[config.mk]
export PLATFORM = sky130hd
export DESIGN_NAME = dram_host_initiator_flat
export DESIGN_NICKNAME = d
export VERILOG_FILES = /design/src/rtl/dram_if_pkg.sv /design/src/rtl/dram_host_initiator_if.sv /design/src/rtl/dram_host_initiator.sv /design/src/flat_wrapper.sv
export SDC_FILE = /design/constraint.sdc
export NUM_CORES = 1
export LEC_CHECK = 0
export CAP_MARGIN = 20
export CORE_MARGIN = 2
export CORE_UTILIZATION = 40
export CTS_BUF_LIST = sky130_fd_sc_hd__clkbuf_16
export CTS_CLUSTER_DIAMETER = 40
export DETAILED_ROUTE_END_ITERATION = 16
export GPL_TIMING_DRIVEN = 1
export PLACE_DENSITY = 0.76
export SKIP_CTS_REPAIR_TIMING = 1
export SYNTH_ARGS = -nofsm -noshare
export SYNTH_HDL_FRONTEND = slang
export SYNTH_SLANG_ARGS = --single-unit
[constraint.sdc]
create_clock -name clk_i -period 2.8 [get_ports clk_i]
set_input_delay 0.56 -clock clk_i [delete_from_list [all_inputs] [get_ports clk_i]]
set_output_delay 0.56 -clock clk_i [all_outputs]
set_load 0.005 [all_outputs]
[src/rtl/dram_if_pkg.sv]
// Shared types and constants for the DRAM controller host initiator:
// FSM states, configuration word indices, mode-byte bit positions.
package dram_if_pkg;

   typedef enum logic [2:0] {
      RST_HOLD,
      CFG_LO,
      CFG_HI,
      IDLE,
      ACC_WAIT,
      ACC_GAP
   } state_t;

   // Order in which configuration words are presented on the address bus.
   typedef enum logic [3:0] {
      CFG_REF_LO  = 4'd0,
      CFG_REF_HI  = 4'd1,
      CFG_MODE    = 4'd2,
      CFG_SETUP   = 4'd3,
      CFG_HOLD    = 4'd4,
      CFG_RAS     = 4'd5,
      CFG_CAS     = 4'd6,
      CFG_RAS2CAS = 4'd7,
      CFG_RAS_PRE = 4'd8,
      CFG_CAS_PRE = 4'd9,
      CFG_FINAL   = 4'd10
   } cfg_idx_t;

   typedef enum int {
      MODE_POL     = 4,
      MODE_PAGE    = 5,
      MODE_DSETUP  = 6,
      MODE_DLY_RDY = 7
   } mode_bit_t;

   // Locks configuration, keeps A17 on its own pin, no pause-on-refresh.
   localparam logic [7:0] CFG_FINAL_WORD = 8'h00;

endpackage

[src/rtl/dram_host_initiator_if.sv]
// Request/response stream between the SoC fabric (master) and the
// DRAM host initiator (slave).
interface dram_host_initiator_if;

   logic        req_valid_i;
   logic        req_ready_o;
   logic        req_we_i;
   logic [17:0] req_addr_i;
   logic [7:0]  req_wdata_i;
   logic        rsp_valid_o;
   logic [7:0]  rsp_rdata_o;
   logic        rsp_err_o;

   modport master (
      output req_valid_i, req_we_i, req_addr_i, req_wdata_i,
      input  req_ready_o, rsp_valid_o, rsp_rdata_o, rsp_err_o
   );

   modport slave (
      input  req_valid_i, req_we_i, req_addr_i, req_wdata_i,
      output req_ready_o, rsp_valid_o, rsp_rdata_o, rsp_err_o
   );

endinterface

[src/rtl/dram_host_initiator.sv]
// Host-side initiator for the DRAM controller CPU bus: reset hold, 11-word
// configuration, then one-at-a-time single accesses with timeout.
module dram_host_initiator
   import dram_if_pkg::*;
#(
   parameter int RST_CYCLES     = 8,
   parameter int TIMEOUT_CYCLES = 1023
) (
   input  logic        clk_i,
   input  logic        reset,
   dram_host_initiator_if.slave req_if,
   input  logic [15:0] cfg_refresh_i,
   input  logic [7:0]  cfg_mode_i,
   input  logic [55:0] cfg_delay_i,
   output logic        cfg_done_o,
   output logic        mem_rst_n_o,
   output logic        mem_cs_n_o,
   output logic        mem_rw_n_o,
   output logic        mem_conf_n_o,
   output logic [17:0] mem_addr_o,
   input  logic        mem_rdy_i,
   output logic [7:0]  mem_dq_o,
   output logic        mem_dq_oe_o,
   input  logic [7:0]  mem_rdata_i
);

   localparam int RCW = $clog2(RST_CYCLES + 1);
   localparam int TCW = $clog2(TIMEOUT_CYCLES + 1);

   state_t         state;
   logic [RCW-1:0] rst_cnt;
   logic [TCW-1:0] to_cnt;
   logic [3:0]     cfg_idx;
   logic [3:0]     nxt_idx;
   logic [7:0]     cfg_word;
   logic           pol;
   logic           rdy;
   logic           acc_err;
   logic           rsp_valid_q;
   logic           rsp_err_q;
   logic [7:0]     rsp_rdata_q;

   assign rdy                = mem_rdy_i ^ pol;
   assign req_if.req_ready_o = (state == IDLE) && rdy;
   assign req_if.rsp_valid_o = rsp_valid_q;
   assign req_if.rsp_err_o   = rsp_err_q;
   assign req_if.rsp_rdata_o = rsp_rdata_q;

   // Index of the word about to be driven when entering CFG_LO.
   always_comb begin
      nxt_idx = CFG_REF_LO;
      if (state == CFG_HI) begin
         nxt_idx = cfg_idx + 4'd1;
      end
   end

   always_comb begin
      cfg_word = CFG_FINAL_WORD;
      case (nxt_idx)
         CFG_REF_LO:  cfg_word = cfg_refresh_i[7:0];
         CFG_REF_HI:  cfg_word = cfg_refresh_i[15:8];
         CFG_MODE:    cfg_word = cfg_mode_i;
         CFG_SETUP:   cfg_word = cfg_delay_i[7:0];
         CFG_HOLD:    cfg_word = cfg_delay_i[15:8];
         CFG_RAS:     cfg_word = cfg_delay_i[23:16];
         CFG_CAS:     cfg_word = cfg_delay_i[31:24];
         CFG_RAS2CAS: cfg_word = cfg_delay_i[39:32];
         CFG_RAS_PRE: cfg_word = cfg_delay_i[47:40];
         CFG_CAS_PRE: cfg_word = cfg_delay_i[55:48];
         default:     cfg_word = CFG_FINAL_WORD;
      endcase
   end

   always_ff @(posedge clk_i) begin
      if (reset) begin
         state        <= RST_HOLD;
         rst_cnt      <= '0;
         to_cnt       <= '0;
         cfg_idx      <= '0;
         pol          <= 1'b0;
         acc_err      <= 1'b0;
         cfg_done_o   <= 1'b0;
         mem_rst_n_o  <= 1'b0;
         mem_cs_n_o   <= 1'b1;
         mem_rw_n_o   <= 1'b1;
         mem_conf_n_o <= 1'b1;
         mem_addr_o   <= '0;
         mem_dq_o     <= '0;
         mem_dq_oe_o  <= 1'b0;
         rsp_valid_q  <= 1'b0;
         rsp_err_q    <= 1'b0;
         rsp_rdata_q  <= '0;
      end else begin
         rsp_valid_q <= 1'b0;
         case (state)
            RST_HOLD: begin
               if (rst_cnt == RCW'(RST_CYCLES - 1)) begin
                  mem_rst_n_o  <= 1'b1;
                  cfg_idx      <= nxt_idx;
                  mem_cs_n_o   <= 1'b0;
                  mem_conf_n_o <= 1'b0;
                  mem_addr_o   <= {10'd0, cfg_word};
                  state        <= CFG_LO;
               end else begin
                  rst_cnt <= rst_cnt + RCW'(1);
               end
            end
            CFG_LO: begin
               mem_cs_n_o   <= 1'b1;
               mem_conf_n_o <= 1'b1;
               state        <= CFG_HI;
            end
            CFG_HI: begin
               if (cfg_idx == CFG_FINAL) begin
                  cfg_done_o <= 1'b1;
                  state      <= IDLE;
               end else begin
                  cfg_idx      <= nxt_idx;
                  mem_cs_n_o   <= 1'b0;
                  mem_conf_n_o <= 1'b0;
                  mem_addr_o   <= {10'd0, cfg_word};
                  // RDY polarity takes effect as soon as the mode word goes out.
                  if (nxt_idx == CFG_MODE) begin
                     pol <= cfg_mode_i[MODE_POL];
                  end
                  state <= CFG_LO;
               end
            end
            IDLE: begin
               if (req_if.req_valid_i && rdy) begin
                  mem_cs_n_o  <= 1'b0;
                  mem_rw_n_o  <= ~req_if.req_we_i;
                  mem_addr_o  <= req_if.req_addr_i;
                  mem_dq_o    <= req_if.req_wdata_i;
                  mem_dq_oe_o <= req_if.req_we_i;
                  to_cnt      <= '0;
                  state       <= ACC_WAIT;
               end
            end
            ACC_WAIT: begin
               // to_cnt == 0 marks the first edge, where RDY is still stale.
               if ((to_cnt != '0) && rdy) begin
                  mem_cs_n_o  <= 1'b1;
                  mem_dq_oe_o <= 1'b0;
                  acc_err     <= 1'b0;
                  state       <= ACC_GAP;
               end else if (to_cnt == TCW'(TIMEOUT_CYCLES - 1)) begin
                  mem_cs_n_o  <= 1'b1;
                  mem_dq_oe_o <= 1'b0;
                  acc_err     <= 1'b1;
                  state       <= ACC_GAP;
               end else begin
                  to_cnt <= to_cnt + TCW'(1);
               end
            end
            ACC_GAP: begin
               rsp_valid_q <= 1'b1;
               rsp_err_q   <= acc_err;
               if (mem_rw_n_o) begin
                  rsp_rdata_q <= mem_rdata_i;
               end
               state <= IDLE;
            end
            default: state <= RST_HOLD;
         endcase
      end
   end

endmodule

[src/flat_wrapper.sv]
// flat-port wrapper written by rule: the top's interface ports become plain ports
module dram_host_initiator_flat import dram_if_pkg::*;
#(
   parameter int RST_CYCLES     = 8,
   parameter int TIMEOUT_CYCLES = 1023
)
  (clk_i, reset, cfg_refresh_i, cfg_mode_i, cfg_delay_i, cfg_done_o, mem_rst_n_o, mem_cs_n_o, mem_rw_n_o, mem_conf_n_o, mem_addr_o, mem_rdy_i, mem_dq_o, mem_dq_oe_o, mem_rdata_i, req_if_req_valid_i, req_if_req_we_i, req_if_req_addr_i, req_if_req_wdata_i, req_if_req_ready_o, req_if_rsp_valid_o, req_if_rsp_rdata_o, req_if_rsp_err_o);
  dram_host_initiator_if req_if_i ();
  input  logic clk_i;
  input  logic reset;
  input  logic [15:0] cfg_refresh_i;
  input  logic [7:0] cfg_mode_i;
  input  logic [55:0] cfg_delay_i;
  output logic cfg_done_o;
  output logic mem_rst_n_o;
  output logic mem_cs_n_o;
  output logic mem_rw_n_o;
  output logic mem_conf_n_o;
  output logic [17:0] mem_addr_o;
  input  logic mem_rdy_i;
  output logic [7:0] mem_dq_o;
  output logic mem_dq_oe_o;
  input  logic [7:0] mem_rdata_i;
  input wire logic [$bits(req_if_i.req_valid_i)-1:0] req_if_req_valid_i;
  input wire logic [$bits(req_if_i.req_we_i)-1:0] req_if_req_we_i;
  input wire logic [$bits(req_if_i.req_addr_i)-1:0] req_if_req_addr_i;
  input wire logic [$bits(req_if_i.req_wdata_i)-1:0] req_if_req_wdata_i;
  output wire logic [$bits(req_if_i.req_ready_o)-1:0] req_if_req_ready_o;
  output wire logic [$bits(req_if_i.rsp_valid_o)-1:0] req_if_rsp_valid_o;
  output wire logic [$bits(req_if_i.rsp_rdata_o)-1:0] req_if_rsp_rdata_o;
  output wire logic [$bits(req_if_i.rsp_err_o)-1:0] req_if_rsp_err_o;
  assign req_if_i.req_valid_i = req_if_req_valid_i;
  assign req_if_i.req_we_i = req_if_req_we_i;
  assign req_if_i.req_addr_i = req_if_req_addr_i;
  assign req_if_i.req_wdata_i = req_if_req_wdata_i;
  assign req_if_req_ready_o = req_if_i.req_ready_o;
  assign req_if_rsp_valid_o = req_if_i.rsp_valid_o;
  assign req_if_rsp_rdata_o = req_if_i.rsp_rdata_o;
  assign req_if_rsp_err_o = req_if_i.rsp_err_o;
  dram_host_initiator #(.RST_CYCLES(RST_CYCLES), .TIMEOUT_CYCLES(TIMEOUT_CYCLES)) u_core (.clk_i(clk_i), .reset(reset), .req_if(req_if_i), .cfg_refresh_i(cfg_refresh_i), .cfg_mode_i(cfg_mode_i), .cfg_delay_i(cfg_delay_i), .cfg_done_o(cfg_done_o), .mem_rst_n_o(mem_rst_n_o), .mem_cs_n_o(mem_cs_n_o), .mem_rw_n_o(mem_rw_n_o), .mem_conf_n_o(mem_conf_n_o), .mem_addr_o(mem_addr_o), .mem_rdy_i(mem_rdy_i), .mem_dq_o(mem_dq_o), .mem_dq_oe_o(mem_dq_oe_o), .mem_rdata_i(mem_rdata_i));
endmodule
==> impl_metrics.yaml, run 1 <==
synthesis:
  yosysTopAreaCell: "dfxtp_1"
  synth_seq_cells: 65
  yosys-top-cells-area: "dfxtp_1 33%, a21oi_1 7.0%, nand2_1 5.9%, mux2i_1 5.1%, nor2_1 4.0%"
  synthesis.area_mm2: 0.00392
  synth_commonest_cells: "65 x dfxtp_1, 62 x nand2_1, 55 x a21oi_1, 42 x nor2_1, 24 x nand3_1"
  syn_nets: 611
  synth.distinct_cells: 58
  yosysMostFrequentCell: "dfxtp_1"
  ys_seq_area_share_pct: 33.2
  synth-edff-count: 0
  yosys_warnings: 0
  avgSynthCellArea_um2: 8.07
  ys.flop_type: "dfxtp_1"
  netlist_instances: 486
  synth-async-reset-ratio_pct: 0
  synth_top_cell_area_share_pct: 33.2
sta:
  slew_headroom_pct: 50.1
  setup_viol: 0
  skew_ps: 5.97
  period_share_pct: 93.1
  setup_tns_ps: 0
  drv_slew: 0
  period_minus_slack_ps: 2610
  worstMarginPinSlew_ps: 747
  fin_hold_ws_ps: 450
  grt_setup_unrepaired: "false"
  setup_ws_ps: 192
  fmax_ghz: 0.383
  hold_viol: 0
setup_path:
  critPathTopFamily: "compound AO/OA/AOI/OAI gates"
  crit_type: "flip-flop to flip-flop"
  crit_required_ps: 3030
  r2r_slack_ps: 190
  path_cells: "nor3b_2 -> buf_4 -> nand2b_1 -> a2111oi_0 -> buf_4 -> a2111oi_2 -> a211oi_2"
  reg2regPathDepth: 7
  startpoint_type: "flip-flop"
  path_common_cell: "buf_4"
  critPathBufInv: 2
  crit_start: "u_core.state[0]$_SDFFE_PP0P_"
  crit_path_top_delay_cell: "nor3b_2"
  cp-end-kind: "flip-flop"
  r2r-start: "u_core.state[0]$_SDFFE_PP0P_"
  r2r-end: "u_core.mem_addr_o[4]$_SDFFE_PP0P_"
  path_max_fanout: 16
  arrival_ps: 2840
  max_stage_delay_ps: 580
cts:
  tritoncts: "done"
  path_clk_slew_ps: 50
  cts_sinks: 65
  clock_latency_ps: 310
  cts_buffers: 9
  cts_root_buf: "clkbuf_16"
  cts.htree.levels: 3
  clk_path_buf_depth: 2
final_layout:
  drive_gt1_share_pct: 9.71
  insertedDiodeCount: 0
  final_area_mm2: 0.00598
  area_delta_synth_final_pct: 52.4
  fillers: 859
  final_util_pct: 62.0
  seq_area_mm2: 0.00130
  multi_input_area_mm2: 0.00242
  fin_nets: 770
run:
  maxCapViolCount: 0
place:
  io_buffers: 161
  dp_hpwl_um: 10400
  placed_cell_area_mm2: 0.00570
  gp_congestion: 0.981
  place_ws_ps: 310
floorplan:
  dieArea_mm2: 0.0106
  core_mm2: 0.00964
  start_util_pct: 40.7
  die_height_um: 103
  pin_count: 162
  die_w_um: 103
  rows: 36
global_routing:
  grt_usage_pct: 25.7
  antenna_found_initial: 0
  overflow: 0
  grt_max_degree: 42
  grt_pass1_wl_um: 21300
  first_global_vias: 4231
routing:
  dr_wl_met3_um: 854
  num_vias: 4387
  drt_pass1_iterations: 7
  wl_met2_um: 6750
  highest_layer: "met4"
  wl_per_cell_um: 17.7
  ant_nets: 0
  avgViaCountPerCell: 5.61
  initialDrtViolationCount: 329
  met1_length_um: 5830
  drcViolationCount: 0
  wirelength_um: 13800
min_path:
  hold_end: "u_core.mem_addr_o[13]$_SDFFE_PP0P_"
  holdPathStages: 2
  hold_path.class: "flip-flop to flip-flop"
  hp-start: "u_core.mem_addr_o[13]$_SDFFE_PP0P_"
power_and_ir_drop:
  ir_worst_vdd_mv: 0.595
  powerDensity_mw_per_mm2: 650
  power.leakage_uw: 0.00197
status:
  status: "finished clean"
[final cells by class]
type                            instances  share of cell area, %
Inverter                                8                  0.503
Sequential cell                        65                   21.8
Timing Repair Buffer                  183                   29.9
Multi-Input combinational cell        378                   40.5
Clock inverter                          6                  0.858
Clock buffer                            9                   3.77
Tap cell                              133                   2.78
[per-layer routing]
metal  track usage (%)  vias up
met5                 0        -
met4              8.81        0
met3              3.93       40
met2              43.4      182
met1              33.5     2070
li1                  -     2095
[worst max-delay path by stage]
stage	cells past startpoint	slack, ps	to
finish	7	190	u_core.mem_addr_o[4]$_SDFFE_PP0P_
global route	6	90	u_core.mem_addr_o[6]$_SDFFE_PP0P_
CTS	7	270	u_core.mem_addr_o[4]$_SDFFE_PP0P_
detailed placement	7	310	u_core.mem_addr_o[4]$_SDFFE_PP0P_
global placement	7	340	u_core.mem_addr_o[4]$_SDFFE_PP0P_
floorplan	9	610	u_core.mem_addr_o[3]$_SDFFE_PP0P_
[through the flow]
step / power [uW] / cells
after floorplan: 2280 / 486
after global routing: 4090 / 782
after CTS: 3880 / 782
after detailed placement: 2820 / 767
after global placement: 2800 / 767
final: 3880 / 782
[worst reg2reg max path: cells and delay by family (launching register included)]
| family | cells | cell delay (ps) |
|---|---|---|
| AOI/OAI and AO/OA | 3 | 830 |
| buffers and inverters | 2 | 570 |
| DFF | 1 | 440 |
| and+or+nand+nor | 2 | 690 |
[placed cells by master, fill, tap and decap left out, drive strengths merged, types with 4 or more instances in the layout]
master,synthesis,routed
nor2,42,42
mux2,8,8
nor3,16,16
nor2b,9,9
mux2i,20,20
a22oi,12,12
nand4,17,17
buf,20,23
ha,6,6
clkinv,0,4
nand2b,6,6
nand2,62,62
clkbuf,15,9
o31ai,9,9
inv,8,9
o221ai,5,5
nor4,4,4
xnor2,15,15
o21ai,6,6
a21oi,55,55
clkdlybuf4s50,0,160
nand3,24,24
a211oi,15,15
dfxtp,65,65
nor4b,4,4
[report_power, final]
part	internal, uW	switching [uW]
Sequential	983	69.7
Clock	670	371
Combinational	786	1000
[logic make-up (layout without fill, tap and decap cells)]
| logic type | after synthesis | count (layout) | share of synthesized area [%] |
|---|---|---|---|
| flops | 65 | 65 | 33.2 |
| fa+ha+maj | 6 | 6 | 1.91 |
| xor+xnor | 16 | 16 | 3.57 |
| compound gates | 121 | 121 | 21.9 |
| buf+inv | 43 | 206 | 5.17 |
| simple gates | 207 | 207 | 26.9 |
| mux | 28 | 28 | 7.40 |
[state kept, by name, indices dropped and copies added, names as in the netlist, 3 cells and up]
signal,flops
u_core.req_if.rsp_rdata_o,8
u_core.mem_dq_o,8
u_core.mem_addr_o,18
u_core.to_cnt,10
u_core.state,3
u_core.cfg_idx,4
u_core.rst_cnt,4
No activity file was read; power rests on OpenSTA's default activity.
==> run 2, diff against run 1 <==
Settings changed: CORE_MARGIN 2 to default.
==> impl_metrics.yaml, run 2 (synthesis results as in run 1) <==
routing:
  drt_pass1_iterations: 5
  drcViolationCount: 0
  initialDrtViolationCount: 344
  num_vias: 4328
  wl_per_cell_um: 17.6
  ant_nets: 0
  wirelength_um: 13700
  avgViaCountPerCell: 5.56
place:
  placed_cell_area_mm2: 0.00568
  gp_congestion: 0.993
  io_buffers: 161
  dp_hpwl_um: 10500
final_layout:
  largest_reg_flops: 18
  reg.largest.list: "u_core.mem_addr_o: 18 flops, u_core.to_cnt: 10 flops"
  regMostFlops: "u_core.mem_addr_o"
  insertedDiodeCount: 0
  fillers: 824
  fin_nets: 770
  drive_gt1_share_pct: 9.85
  final_area_mm2: 0.00599
  area_delta_synth_final_pct: 52.9
  mostFrequentLayoutCells: "160 x clkdlybuf4s50_1, 65 x dfxtp_1, 62 x nand2_1, 55 x a21oi_1, 42 x nor2_1"
  final_common_cell: "clkdlybuf4s50_1"
setup_path:
  reg2regPathDepth: 8
  r2r_slack_ps: 230
  cp-end-kind: "flip-flop"
  crit_type: "flip-flop to flip-flop"
  crit_required_ps: 3050
  path_max_fanout: 17
  critPathBufInv: 3
  r2r-start: "u_core.cfg_idx[0]$_SDFFE_PP0P_"
  startpoint_type: "flip-flop"
  critPathTopFamily: "compound AO/OA/AOI/OAI gates"
  max_stage_delay_ps: 700
  path_cells: "inv_2 -> ha_1 -> buf_4 -> a2111oi_2 -> a2111oi_0 -> buf_4 -> a2111oi_2 -> a211oi_2"
  r2r-end: "u_core.mem_addr_o[4]$_SDFFE_PP0P_"
  arrival_ps: 2810
  crit_path_top_delay_cell: "ha_1"
cts:
  tritoncts: "done"
  cts_root_buf: "clkbuf_16"
  clk_path_buf_depth: 2
  cts.htree.levels: 3
  clock_latency_ps: 330
  cts_buffers: 9
  cts_sinks: 65
  path_clk_slew_ps: 50
global_routing:
  overflow: 0
  antenna_found_initial: 0
  grt_pass1_wl_um: 21700
  grt_max_degree: 38
  first_global_vias: 4257
  grt_usage_pct: 27.9
floorplan:
  start_util_pct: 41.8
  dieArea_mm2: 0.0102
  die_height_um: 101
  die_w_um: 101
  rows: 35
  pin_count: 162
  core_mm2: 0.00937
sta:
  drv_slew: 0
  period_share_pct: 91.6
  slew_headroom_pct: 43.8
  fin_hold_ws_ps: 449
  setup_viol: 0
  fmax_ghz: 0.390
  grt_setup_unrepaired: "false"
  worstMarginPinSlew_ps: 843
  period_minus_slack_ps: 2570
  hold_viol: 0
  skew_ps: 6.57
  setup_tns_ps: 0
min_path:
  holdPathStages: 2
  hp-start: "u_core.mem_addr_o[8]$_SDFFE_PP0P_"
  hold_end: "u_core.mem_addr_o[8]$_SDFFE_PP0P_"
  hold_path.class: "flip-flop to flip-flop"
run:
  maxCapViolCount: 0
status:
  status: "finished clean"
power_and_ir_drop:
  powerDensity_mw_per_mm2: 668
  power.leakage_uw: 0.00198
  ir_worst_vdd_mv: 0.480
==> run 2: cell count changes in the layout (fill, tap and decap cells not counted), sizes merged <==
cell / delta
clkinv: -2
bufinv: +1
clkinvlp: +1
inv: +1
==> run 2: stage by stage <==
stage | cells | total power, uW | worst slack (ps) | util, %
finish | 779 | 4010 | 234 | 64.0
global route | 779 | 4210 | 63.2 | 64.0
CTS | 779 | 3990 | 273 | 64.0
detailed placement | 763 | 2810 | 318 | 60.6
global placement | 763 | 2800 | 397 | 60.6
floorplan | 486 | 2280 | 605 | -
==> run 2: final cells by class <==
type                    instances  area (um2)  area share (%)
multi-input cells             378        2420            40.3
inverters                       8        30.0           0.501
well taps                     129         161            2.69
flip-flops and latches         65        1300            21.7
clock buffers                   9         225            3.76
clock inverters                 7        87.6            1.46
repair buffers                183        1770            29.6
==> run 2: metal layers <==
metal / global-route usage [%] / vias up / wire length, um
met2: 45.9 / 167 / 6660
li1: - / 2097 / -
met5: 0 / - / 0
met1: 34.5 / 2028 / 5650
met3: 7.98 / 36 / 1010
met4: 10.8 / 0 / 408
==> run 2: worst register-to-register path, cell delays in order (launching register included) <==
cell       delay [ps]
dfxtp_1           360
inv_2             100
ha_1              700
buf_4             320
a2111oi_2          90
a2111oi_0         450
buf_4             200
a2111oi_2          40
a211oi_2          230
==> run 2: how the worst max path moves through the flow <==
stage | startpoint | endpoint | cells past startpoint
final | u_core.cfg_idx[0]$_SDFFE_PP0P_ | u_core.mem_addr_o[4]$_SDFFE_PP0P_ | 8
after global routing | u_core.cfg_idx[0]$_SDFFE_PP0P_ | u_core.mem_addr_o[4]$_SDFFE_PP0P_ | 8
after floorplan | u_core.cfg_idx[0]$_SDFFE_PP0P_ | u_core.mem_addr_o[3]$_SDFFE_PP0P_ | 9
after global placement | u_core.cfg_idx[0]$_SDFFE_PP0P_ | u_core.mem_addr_o[4]$_SDFFE_PP0P_ | 8
after detailed placement | u_core.cfg_idx[0]$_SDFFE_PP0P_ | u_core.mem_addr_o[4]$_SDFFE_PP0P_ | 8
after CTS | u_core.cfg_idx[0]$_SDFFE_PP0P_ | u_core.mem_addr_o[4]$_SDFFE_PP0P_ | 8
==> run 2: report_power, final <==
group / switching [uW] / total, uW / internal [uW]
sequential: 67.0 / 1050 / 983
clock: 399 / 1170 / 770
combinational: 1010 / 1790 / 777
